File: src/rtl/ifid_queue.sv
// Fetch-to-decode instruction queue: circular buffer of (PC, instruction) pairs with
// full-based fetch stall, flush on taken control transfer, and valid/ready pop.
module ifid_queue #(
  parameter int unsigned ADDR_WIDTH  = 20,
  parameter int unsigned INSTR_WIDTH = 32,
  parameter int unsigned DEPTH       = 2
) (
  input  logic                           clock,
  input  logic                           reset,
  input  logic                           fetch_valid,
  input  logic [ADDR_WIDTH-1:0]          fetch_pc,
  input  logic [INSTR_WIDTH-1:0]         fetch_instr,
  output logic                           fetch_stall,
  input  logic                           flush,
  input  logic                           dec_ready,
  output logic                           dec_valid,
  output logic [ADDR_WIDTH-1:0]          dec_pc,
  output logic [ADDR_WIDTH-1:0]          dec_pc_next,
  output logic [INSTR_WIDTH-1:0]         dec_instr,
  output logic [$clog2(DEPTH+1)-1:0]     occupancy
);

  localparam int unsigned PtrW = $clog2(DEPTH);
  localparam int unsigned CntW = $clog2(DEPTH + 1);

  logic [ADDR_WIDTH-1:0]  mem_pc_q    [DEPTH];
  logic [INSTR_WIDTH-1:0] mem_instr_q [DEPTH];

  logic [PtrW-1:0] rd_ptr_q, rd_ptr_d;
  logic [PtrW-1:0] wr_ptr_q, wr_ptr_d;
  logic [CntW-1:0] count_q, count_d;

  logic full, empty, push, pop;

  // Status comes only from registered count, so no dec_ready -> fetch_stall path exists.
  always_comb begin
    full  = (count_q == CntW'(DEPTH));
    empty = (count_q == '0);
    push  = fetch_valid & ~full & ~flush;
    pop   = ~empty & dec_ready & ~flush;
  end

  always_comb begin
    rd_ptr_d = rd_ptr_q;
    wr_ptr_d = wr_ptr_q;
    count_d  = count_q;
    if (flush) begin
      rd_ptr_d = '0;
      wr_ptr_d = '0;
      count_d  = '0;
    end else begin
      if (push) begin
        wr_ptr_d = wr_ptr_q + PtrW'(1);
      end
      if (pop) begin
        rd_ptr_d = rd_ptr_q + PtrW'(1);
      end
      unique case ({push, pop})
        2'b10:   count_d = count_q + CntW'(1);
        2'b01:   count_d = count_q - CntW'(1);
        default: count_d = count_q;
      endcase
    end
  end

  always_ff @(posedge clock) begin
    if (reset) begin
      rd_ptr_q <= '0;
      wr_ptr_q <= '0;
      count_q  <= '0;
      for (int unsigned i = 0; i < DEPTH; i++) begin
        mem_pc_q[i]    <= '0;
        mem_instr_q[i] <= '0;
      end
    end else begin
      rd_ptr_q <= rd_ptr_d;
      wr_ptr_q <= wr_ptr_d;
      count_q  <= count_d;
      if (push) begin
        mem_pc_q[wr_ptr_q]    <= fetch_pc;
        mem_instr_q[wr_ptr_q] <= fetch_instr;
      end
    end
  end

  // Empty queue presents zeros so dec_instr reads as a NOP.
  always_comb begin
    fetch_stall = full;
    dec_valid   = ~empty;
    occupancy   = count_q;
    dec_pc      = '0;
    dec_instr   = '0;
    if (!empty) begin
      dec_pc    = mem_pc_q[rd_ptr_q];
      dec_instr = mem_instr_q[rd_ptr_q];
    end
    dec_pc_next = dec_pc + ADDR_WIDTH'(1);
  end

endmodule

File: config.mk
export PLATFORM = sky130hd
export DESIGN_NAME = ifid_queue
export DESIGN_NICKNAME = d
export VERILOG_FILES = /design/src/rtl/ifid_queue.sv
export SDC_FILE = /design/constraint.sdc
export NUM_CORES = 1
export LEC_CHECK = 0
export ABC_AREA = 1
export CAP_MARGIN = 5
export CORE_AREA = 5 5 114 116
export DETAILED_ROUTE_END_ITERATION = 10
export DIE_AREA = 0 0 119 121
export PLACE_DENSITY = 0.75
export SETUP_SLACK_MARGIN = 0.15
export SLEW_MARGIN = 20
export SYNTH_ARGS = -nofsm -noshare
export SYNTH_HDL_FRONTEND = slang
export SYNTH_SLANG_ARGS = --single-unit
File: constraint.sdc
create_clock -name clock -period 5.9 [get_ports clock]
set_input_delay 1.18 -clock clock [delete_from_list [all_inputs] [get_ports clock]]
set_output_delay 1.18 -clock clock [all_outputs]
set_load 0.005 [all_outputs]
==> flow_metrics.py, run 1 <==
metrics = {
    "run_status": {
        "status": "completed",
    },
    "floorplan": {
        "coreArea_sq_um": 11800,
        "fp.dieW_microns": 119,
        "die_area_sq_um": 14400,
        "die_y_microns": 121,
        "start_util_pct": 47.5,
        "rows": 40,
        "num_io_pins": 133,
    },
    "pwr": {
        "power_density_nw_per_um2": 227,
        "p_clk_share_pct": 35.6,
        "peakVddDrop_mv": 0.184,
        "p_sw_share_pct": 21.9,
        "p_seq_share_pct": 54.4,
        "power_frac_comb_pct": 10.0,
        "power.switching_mw": 0.363,
        "leakage_nw": 3.12,
        "p_int_mw": 1.29,
    },
    "final_layout": {
        "layout_common_cells": "nand2_1, nor2_1, clkdlybuf4s50_1",
        "drive_above_1_share_pct": 5.23,
        "nets": 838,
        "finalInstanceArea_sq_um": 7300,
        "stdcell_count": 931,
        "num_antenna_cells": 0,
        "post-route-util_pct": 61.8,
        "final_common_cell": "nand2_1",
        "synthToLayoutAreaGrowth_pct": 29.9,
    },
    "detailed_routing": {
        "via_count": 4625,
        "drtIter0Drc": 275,
        "drc_errors": 0,
        "dr.pass1.iters": 5,
        "wirelength_microns": 13600,
        "routed_via_density": 4.97,
        "wl_per_cell_microns": 14.6,
        "postRouteAntennaNets": 0,
    },
    "sta": {
        "drv_slew": 0,
        "hold_violations": 0,
        "fin_skew_ns": 0.00506,
        "rsz0062_at_grt": "no",
        "fin_crit_sh_pct": 84.4,
        "holdWs_ns": 0.482,
        "worst_slew_pin_slew_ns": 0.873,
        "finalSetupTns_ns": 0,
        "final-setup-viol-count": 0,
        "slew_headroom_pct": 41.7,
        "fmax_ghz": 0.201,
        "period_needed_ns": 4.98,
    },
    "clock_tree": {
        "cts_root_buffer": "clkbuf_16",
        "cts_resized": 0,
        "post_cts_buffers": 0,
        "cts_num_sinks": 109,
        "cts_max_path_buffers": 2,
        "cts.htree.levels": 3,
        "clk_pin_slew_ns": 0.07,
        "numCtsBuffers": 9,
        "clkLatencyLatePin_ns": 0.34,
        "ctsHoldBuffers": 0,
        "cts_tree": "built",
    },
    "critical_path": {
        "required_ns": 4.72,
        "critPathKind": "reg -> out",
        "cp_max_fo": 38,
        "arrival_ns": 3.80,
        "start_kind": "flip-flop",
        "end_kind": "output pin",
    },
    "worst_hold_path": {
        "hold_class": "reg -> reg",
    },
    "yosys": {
        "synth-seq-cells": 109,
        "syn-num-nets": 719,
        "avgSynthCellArea_sq_um": 8.51,
        "synth_flop_cell": "edfxtp_1",
        "yosysTopAreaCell": "edfxtp_1",
        "ys_top_cells_by_area": "edfxtp_1, nand2_1, nor2_1",
        "syn_inst": 660,
        "ys_types": 26,
        "synth_top_area_share_pct": 55.6,
        "yosysWarnings": 0,
        "synth_edf_count": 104,
        "async_flop_share_pct": 0,
        "yosysSeqAreaShare_pct": 57.4,
        "synth_area_sq_um": 5620,
    },
    "grt": {
        "antenna_found_initial": 0,
        "overflow": 0,
        "grt_first_pass_wirelength_microns": 22100,
        "grt_usage_pct": 19.1,
        "grt_pass1_vias": 4748,
        "grt_max_degree": 67,
    },
    "place": {
        "dpl-instance-area_sq_um": 7000,
        "dp_hpwl_microns": 9410,
        "placedCellCount": 915,
        "routabilityCongestion": 0.896,
        "numPortBuffers": 132,
    },
    "run": {
        "max-cap-violations": 0,
    },
}
[path summary, 6_finish.rpt]
path | from | end | slack, ns | depth (start not counted)
hold / removal | rd_ptr_q | flip-flop | 0.48 | 2
setup / recovery | occupancy[0] | dec_pc_next[14] | 0.92 | 11
hold reg to reg | rd_ptr_q | flip-flop | 0.48 | 2
setup reg to reg | occupancy[0] | occupancy[1] | 2.81 | 9
[metrics by stage]
step	setup WS (ns)	power, mW
floorplan	2.56	0.995
CTS	0.894	1.66
global placement	1.33	1.08
finish	0.923	1.65
detailed placement	1.28	1.08
global route	0.613	1.71
[worst max-delay path: stages (launching register included)]
cell,delay [ns]
dfxtp_1,0.39
nor2_4,0.67
clkinv_2,0.69
nand3_4,0.30
inv_1,0.11
ha_1,0.26
inv_1,0.12
nor2_1,0.08
nand2_1,0.12
nor2_1,0.07
xor2_1,0.12
clkdlybuf4s50_1,0.52
[power groups by stage]
stage / clock network, mW / logic [mW] / registers [mW]
final: 0.590 / 0.165 / 0.900
after floorplan: 0 / 0.0804 / 0.915
after detailed placement: 0 / 0.167 / 0.917
after CTS: 0.596 / 0.168 / 0.900
after global placement: 0 / 0.162 / 0.914
after global routing: 0.627 / 0.183 / 0.903
[synthesized netlist by cell type, types with 3 or more instances]
master      n
xor2_1     13
buf_2      11
a21oi_1    38
buf_1       3
nand2_1   163
nor2_2      3
o21ai_0    11
dfxtp_1     5
edfxtp_1  104
nand3_2     5
buf_4       5
nor2_1    144
inv_1     103
nand3_1    28
clkbuf_1    7
[state kept, by name, summed over array words and instances (netlist names), named ones only]
signal / flops
occupancy: 2
rd_ptr_q: 1
mem_instr_q: 64
wr_ptr_q: 1
mem_pc_q: 40
[metal layers]
layer	vias to the layer above	track usage, %	wire length (microns)
met5	-	0	0
met4	0	5.87	180
met3	12	4.38	927
met2	168	34.8	6930
met1	2151	22.3	5540
li1	2294	-	-
[kinds of logic after synthesis]
| kind of cell | count (synthesis) | share of synthesized area [%] |
|---|---|---|
| flip-flops | 109 | 57.4 |
| AND/OR/NAND/NOR | 351 | 25.5 |
| buffers and inverters | 134 | 10.1 |
| adder cells (fa/ha/maj) | 2 | 0.446 |
| XOR/XNOR | 13 | 2.03 |
| AO/OA/AOI/OAI | 51 | 4.55 |
[cell type report]
type                            count  area [sq um]
Fill cell                        1042          4520
Sequential cell                   109          3220
Multi-Input combinational cell    417          1840
Timing Repair Buffer              137          1360
Inverter                          105           395
Clock buffer                       10           229
Tap cell                          147           184
Clock inverter                      6          63.8
(Power assumes the default switching activity.)
==> run 2: changes to the inputs <==
--- a/config.mk
+++ b/config.mk
@@ -7,10 +7,10 @@
 export LEC_CHECK = 0
 export ABC_AREA = 1
 export CAP_MARGIN = 5
-export CORE_AREA = 5 5 114 116
+export CORE_AREA = 5 5 118 120
 export DETAILED_ROUTE_END_ITERATION = 10
-export DIE_AREA = 0 0 119 121
-export PLACE_DENSITY = 0.75
+export DIE_AREA = 0 0 123 125
+export PLACE_DENSITY = 0.73
 export SETUP_SLACK_MARGIN = 0.15
 export SLEW_MARGIN = 20
 export SYNTH_ARGS = -nofsm -noshare
==> constraint.sdc (replaced) <==
create_clock -name clock -period 4.2 [get_ports clock]
set_input_delay 0.84 -clock clock [delete_from_list [all_inputs] [get_ports clock]]
set_output_delay 0.84 -clock clock [all_outputs]
set_load 0.005 [all_outputs]
==> flow_metrics.py, run 2 (synthesis results as in run 1) <==
metrics = {
    "run_status": {
        "status": "completed",
    },
    "pwr": {
        "fin_total_pwr_mw": 2.32,
        "leakage_nw": 3.14,
        "power_density_nw_per_um2": 315,
        "peakVddDrop_mv": 0.250,
    },
    "floorplan": {
        "die_y_microns": 125,
        "num_io_pins": 133,
        "die_area_sq_um": 15400,
        "fp.dieW_microns": 123,
        "start_util_pct": 43.6,
        "coreArea_sq_um": 12900,
        "rows": 42,
    },
    "critical_path": {
        "required_ns": 3.36,
        "critPathKind": "reg -> out",
        "r2r_start": "occupancy[1]",
        "cp_max_fo": 36,
        "path_cells": "nor2_4 -> clkinv_2 -> buf_6 -> nand2_1 -> inv_1 -> ha_1 -> inv_1 -> nor2_1 -> nand2_1 -> nor2_1 -> xor2_1 -> clkdlybuf4s50_1",
        "worstRegToRegCells": 6,
        "start_kind": "flip-flop",
        "end_kind": "output pin",
        "crit_slowest_cell": "clkdlybuf4s50_1",
        "rrSetupSlack_ns": 1.90,
        "arrival_ns": 2.98,
        "max_stage_delay_ns": 0.52,
        "r2r-end": "mem_instr_q[1][2]",
    },
    "grt": {
        "antenna_found_initial": 0,
        "grt_usage_pct": 18.2,
        "overflow": 0,
        "grt_max_degree": 53,
        "grt_first_pass_wirelength_microns": 22400,
        "grt_pass1_vias": 4641,
    },
    "final_layout": {
        "largest_register_ff_count": 64,
        "layout_common_cells": "nand2_1, nor2_1, clkdlybuf4s50_1",
        "finalInstanceArea_sq_um": 7380,
        "synthToLayoutAreaGrowth_pct": 31.4,
        "final_common_cell": "nand2_1",
        "num_antenna_cells": 0,
        "drive_above_1_share_pct": 5.84,
        "regMostFlops": "mem_instr_q",
        "nets": 842,
    },
    "worst_hold_path": {
        "hp-start": "rd_ptr_q",
        "holdPathStages": 2,
        "hold_class": "reg -> reg",
    },
    "detailed_routing": {
        "wl_per_cell_microns": 14.3,
        "wl_met3_microns": 759,
        "routed_via_density": 4.75,
        "via_count": 4578,
        "drtIter0Drc": 260,
        "postRouteAntennaNets": 0,
        "drc_errors": 0,
        "wirelength_microns": 13800,
        "met1Wirelength_microns": 5950,
        "routed.top_layer": "met4",
        "dr.pass1.iters": 5,
        "met2_length_microns": 6970,
    },
    "sta": {
        "finalSetupTns_ns": 0,
        "hold_violations": 0,
        "fin_crit_sh_pct": 91.0,
        "slew_headroom_pct": 44.7,
        "period_needed_ns": 3.82,
        "drv_slew": 0,
        "fin_skew_ns": 0.00690,
        "final-setup-viol-count": 0,
        "rsz0062_at_grt": "no",
        "worst_slew_pin_slew_ns": 0.829,
        "fmax_ghz": 0.262,
    },
    "place": {
        "dpl-instance-area_sq_um": 7070,
        "routabilityCongestion": 0.929,
        "numPortBuffers": 132,
        "dp_hpwl_microns": 9640,
    },
    "clock_tree": {
        "numCtsBuffers": 9,
        "cts_num_sinks": 109,
        "cts_max_path_buffers": 2,
        "cts_root_buffer": "clkbuf_16",
        "clk_pin_slew_ns": 0.06,
        "cts.htree.levels": 3,
        "cts_tree": "built",
        "post_cts_buffers": 0,
        "clkLatencyLatePin_ns": 0.34,
    },
    "run": {
        "max-cap-violations": 0,
    },
}
==> run 2: layer usage <==
metal | GRT usage [%] | vias up
li1 | - | 2302
met1 | 23.1 | 2127
met2 | 31.5 | 137
met3 | 3.61 | 12
met4 | 4.82 | 0
met5 | 0 | -
==> run 2: worst max-delay path by stage <==
stage	slack, ns	to	start	cells past startpoint
after floorplan	1.20	mem_instr_q[0][0]	flush	4
after global placement	0.39	dec_pc_next[14]	occupancy[0]	12
after detailed placement	0.31	dec_pc_next[14]	occupancy[0]	12
after CTS	0.17	dec_pc_next[14]	occupancy[0]	12
after global routing	0.16	dec_pc_next[14]	flip-flop	10
final	0.38	dec_pc_next[14]	occupancy[0]	12
==> run 2: stage by stage <==
stage	util (%)	std cells	hold slack (ns)	setup slack [ns]
after floorplan	-	660	0.447	1.20
after global placement	54.9	947	0.449	0.386
after detailed placement	54.9	947	0.460	0.312
after CTS	57.3	964	0.468	0.168
after global routing	57.3	964	0.520	0.164
final	57.3	964	0.470	0.380
==> run 2: repair_timing <==
action	CTS	global route
cloned	1	0
pin swaps	1	0
gates resized for setup	0	3
hold endpoints to repair	0	0
endpoints found under the setup margin	5	5
hold buffers	0	0
==> run 2: layout make-up <==
| class | count | area (sq um) |
|---|---|---|
| fill | 1160 | 5490 |
| sequential | 109 | 3230 |
| multi-input combinational | 418 | 1850 |
| timing repair buffer | 140 | 1400 |
| inverter | 105 | 395 |
| clock buffer | 9 | 225 |
| tap | 176 | 220 |
| clock inverter | 7 | 66.3 |
==> run 2: power breakdown <==
| group | leakage, nW | internal, mW | switching (mW) |
|---|---|---|---|
| clock | 0.136 | 0.458 | 0.365 |
| sequential | 1.11 | 1.25 | 0.0175 |
| combinational | 1.89 | 0.109 | 0.126 |
==> run 2: critical path, delay by kind of cell, from the launching register on <==
kind / cells / cell delay (ns)
buf+inv: 5 / 1.14
simple gates: 5 / 0.78
flops: 1 / 0.38
fa+ha+maj: 1 / 0.22
xor+xnor: 1 / 0.12
==> run 3: changes to the inputs <==
--- a/config.mk
+++ b/config.mk
@@ -12,6 +12,7 @@
 export DIE_AREA = 0 0 123 125
 export PLACE_DENSITY = 0.73
 export SETUP_SLACK_MARGIN = 0.15
+export SKIP_CTS_REPAIR_TIMING = 1
 export SLEW_MARGIN = 20
 export SYNTH_ARGS = -nofsm -noshare
 export SYNTH_HDL_FRONTEND = slang
==> flow_metrics.py, run 3 (synthesis results as in run 1) <==
metrics = {
    "run": {
        "max-cap-violations": 0,
    },
    "grt": {
        "grt_pass1_vias": 4620,
        "grt_first_pass_wirelength_microns": 22100,
        "antenna_found_initial": 0,
        "overflow": 0,
        "grt_max_degree": 53,
        "grt_usage_pct": 17.8,
    },
    "clock_tree": {
        "cts_tree": "built",
        "cts.htree.levels": 3,
        "cts_num_sinks": 109,
        "numCtsBuffers": 9,
        "cts_root_buffer": "clkbuf_16",
        "clk_pin_slew_ns": 0.07,
        "cts_max_path_buffers": 2,
        "clkLatencyLatePin_ns": 0.34,
    },
    "detailed_routing": {
        "drtIter0Drc": 284,
        "wirelength_microns": 13900,
        "drc_errors": 0,
        "postRouteAntennaNets": 0,
        "dr.pass1.iters": 5,
        "wl_per_cell_microns": 14.4,
        "via_count": 4559,
        "routed_via_density": 4.73,
    },
    "pwr": {
        "power_density_nw_per_um2": 315,
        "leakage_nw": 3.14,
        "fin_total_pwr_mw": 2.33,
        "peakVddDrop_mv": 0.252,
    },
    "final_layout": {
        "largest_register_ff_count": 64,
        "regArea_sq_um": 3230,
        "multi_input_area_sq_um": 1850,
        "synthToLayoutAreaGrowth_pct": 31.4,
        "drive_above_1_share_pct": 5.84,
        "nFillCells": 1161,
        "regMostFlops": "mem_instr_q",
        "final_common_cell": "nand2_1",
        "nets": 842,
        "layout_common_cells": "nand2_1, nor2_1, clkdlybuf4s50_1",
        "num_antenna_cells": 0,
    },
    "place": {
        "place_ws_ns": 0.312,
        "dp_hpwl_microns": 9640,
        "numPortBuffers": 132,
        "routabilityCongestion": 0.929,
    },
    "critical_path": {
        "cp_max_fo": 36,
        "required_ns": 3.36,
        "crit_slowest_cell": "clkdlybuf4s50_1",
        "start_kind": "flip-flop",
        "crit_buf_inv": 5,
        "arrival_ns": 3.05,
        "max_stage_delay_ns": 0.52,
        "critPathTopFamily": "buffers and inverters",
        "path_cells": "nor2_4 -> clkinv_2 -> buf_4 -> nand2_1 -> inv_1 -> ha_1 -> inv_1 -> nor2_1 -> nand2_1 -> nor2_1 -> xor2_1 -> clkdlybuf4s50_1",
        "end_kind": "output pin",
        "critPathKind": "reg -> out",
    },
    "floorplan": {
        "die_y_microns": 125,
        "fp.dieW_microns": 123,
        "rows": 42,
        "start_util_pct": 43.6,
        "die_area_sq_um": 15400,
        "coreArea_sq_um": 12900,
        "num_io_pins": 133,
    },
    "sta": {
        "fmax_ghz": 0.257,
        "slew_headroom_pct": 44.5,
        "rsz0062_at_grt": "yes",
        "timing.final.ws_setup_ns": 0.309,
        "fin_crit_sh_pct": 92.6,
        "period_needed_ns": 3.89,
        "fin_skew_ns": 0.00609,
        "drv_slew": 0,
        "hold_violations": 0,
        "worst_slew_pin_slew_ns": 0.832,
        "finalSetupTns_ns": 0,
        "final-setup-viol-count": 0,
    },
    "worst_hold_path": {
        "hold_class": "reg -> reg",
    },
    "run_status": {
        "status": "completed",
    },
}
run 3: cell counts in the layout (fill, tap and decap cells not counted):
No cell type changed its count.
run 3: worst reg2reg max path: cells and delay by family, from the launching register on:
kind                   cells  cell delay, ns
AND/OR/NAND/NOR            2            0.55
buffers and inverters      3            0.70
flip-flops                 1            0.48
AO/OA/AOI/OAI              1            0.33
run 3: layout make-up:
| class | instances | share of cell area, % |
|---|---|---|
| Clock buffer | 9 | 3.05 |
| Tap cell | 176 | 2.99 |
| Timing Repair Buffer | 140 | 18.9 |
| Multi-Input combinational cell | 418 | 25.0 |
| Inverter | 105 | 5.36 |
| Sequential cell | 109 | 43.7 |
| Clock inverter | 7 | 0.899 |
run 3: path summary, 6_finish.rpt:
path,startpoint,end,slack [ns],depth (start not counted)
setup reg to reg,occupancy[1],mem_instr_q[1][2],1.89,6
setup / recovery,occupancy[1],dec_pc_next[14],0.31,12
hold / removal,rd_ptr_q,flip-flop,0.47,2
hold reg to reg,rd_ptr_q,flip-flop,0.47,2
run 3: layer usage:
layer	GRT usage, %	part of all wire (%)	vias up	wire length, microns
met1	22.9	44	2124	6040
met3	3.52	5.5	10	767
met4	4.82	0.96	0	133
met2	30.7	50	128	6930
met5	0	0	-	0
li1	-	-	2297	-
run 3: power breakdown:
| part | internal (mW) | switching [mW] | leakage [nW] | total (mW) |
|---|---|---|---|---|
| clock network | 0.458 | 0.368 | 0.136 | 0.826 |
| logic | 0.109 | 0.126 | 1.89 | 0.235 |
| registers | 1.25 | 0.0173 | 1.11 | 1.27 |
run 3: through the flow:
step | hold WS [ns] | cells | area [sq um] | utilization (%)
2_1_floorplan | 0.447 | 660 | 5620 | -
3_3_place_gp | 0.449 | 947 | 7070 | 54.9
3_5_place_dp | 0.460 | 947 | 7070 | 54.9
4_1_cts | 0.468 | 963 | 7370 | 57.2
5_1_grt | 0.520 | 964 | 7380 | 57.3
6_report | 0.471 | 964 | 7380 | 57.3
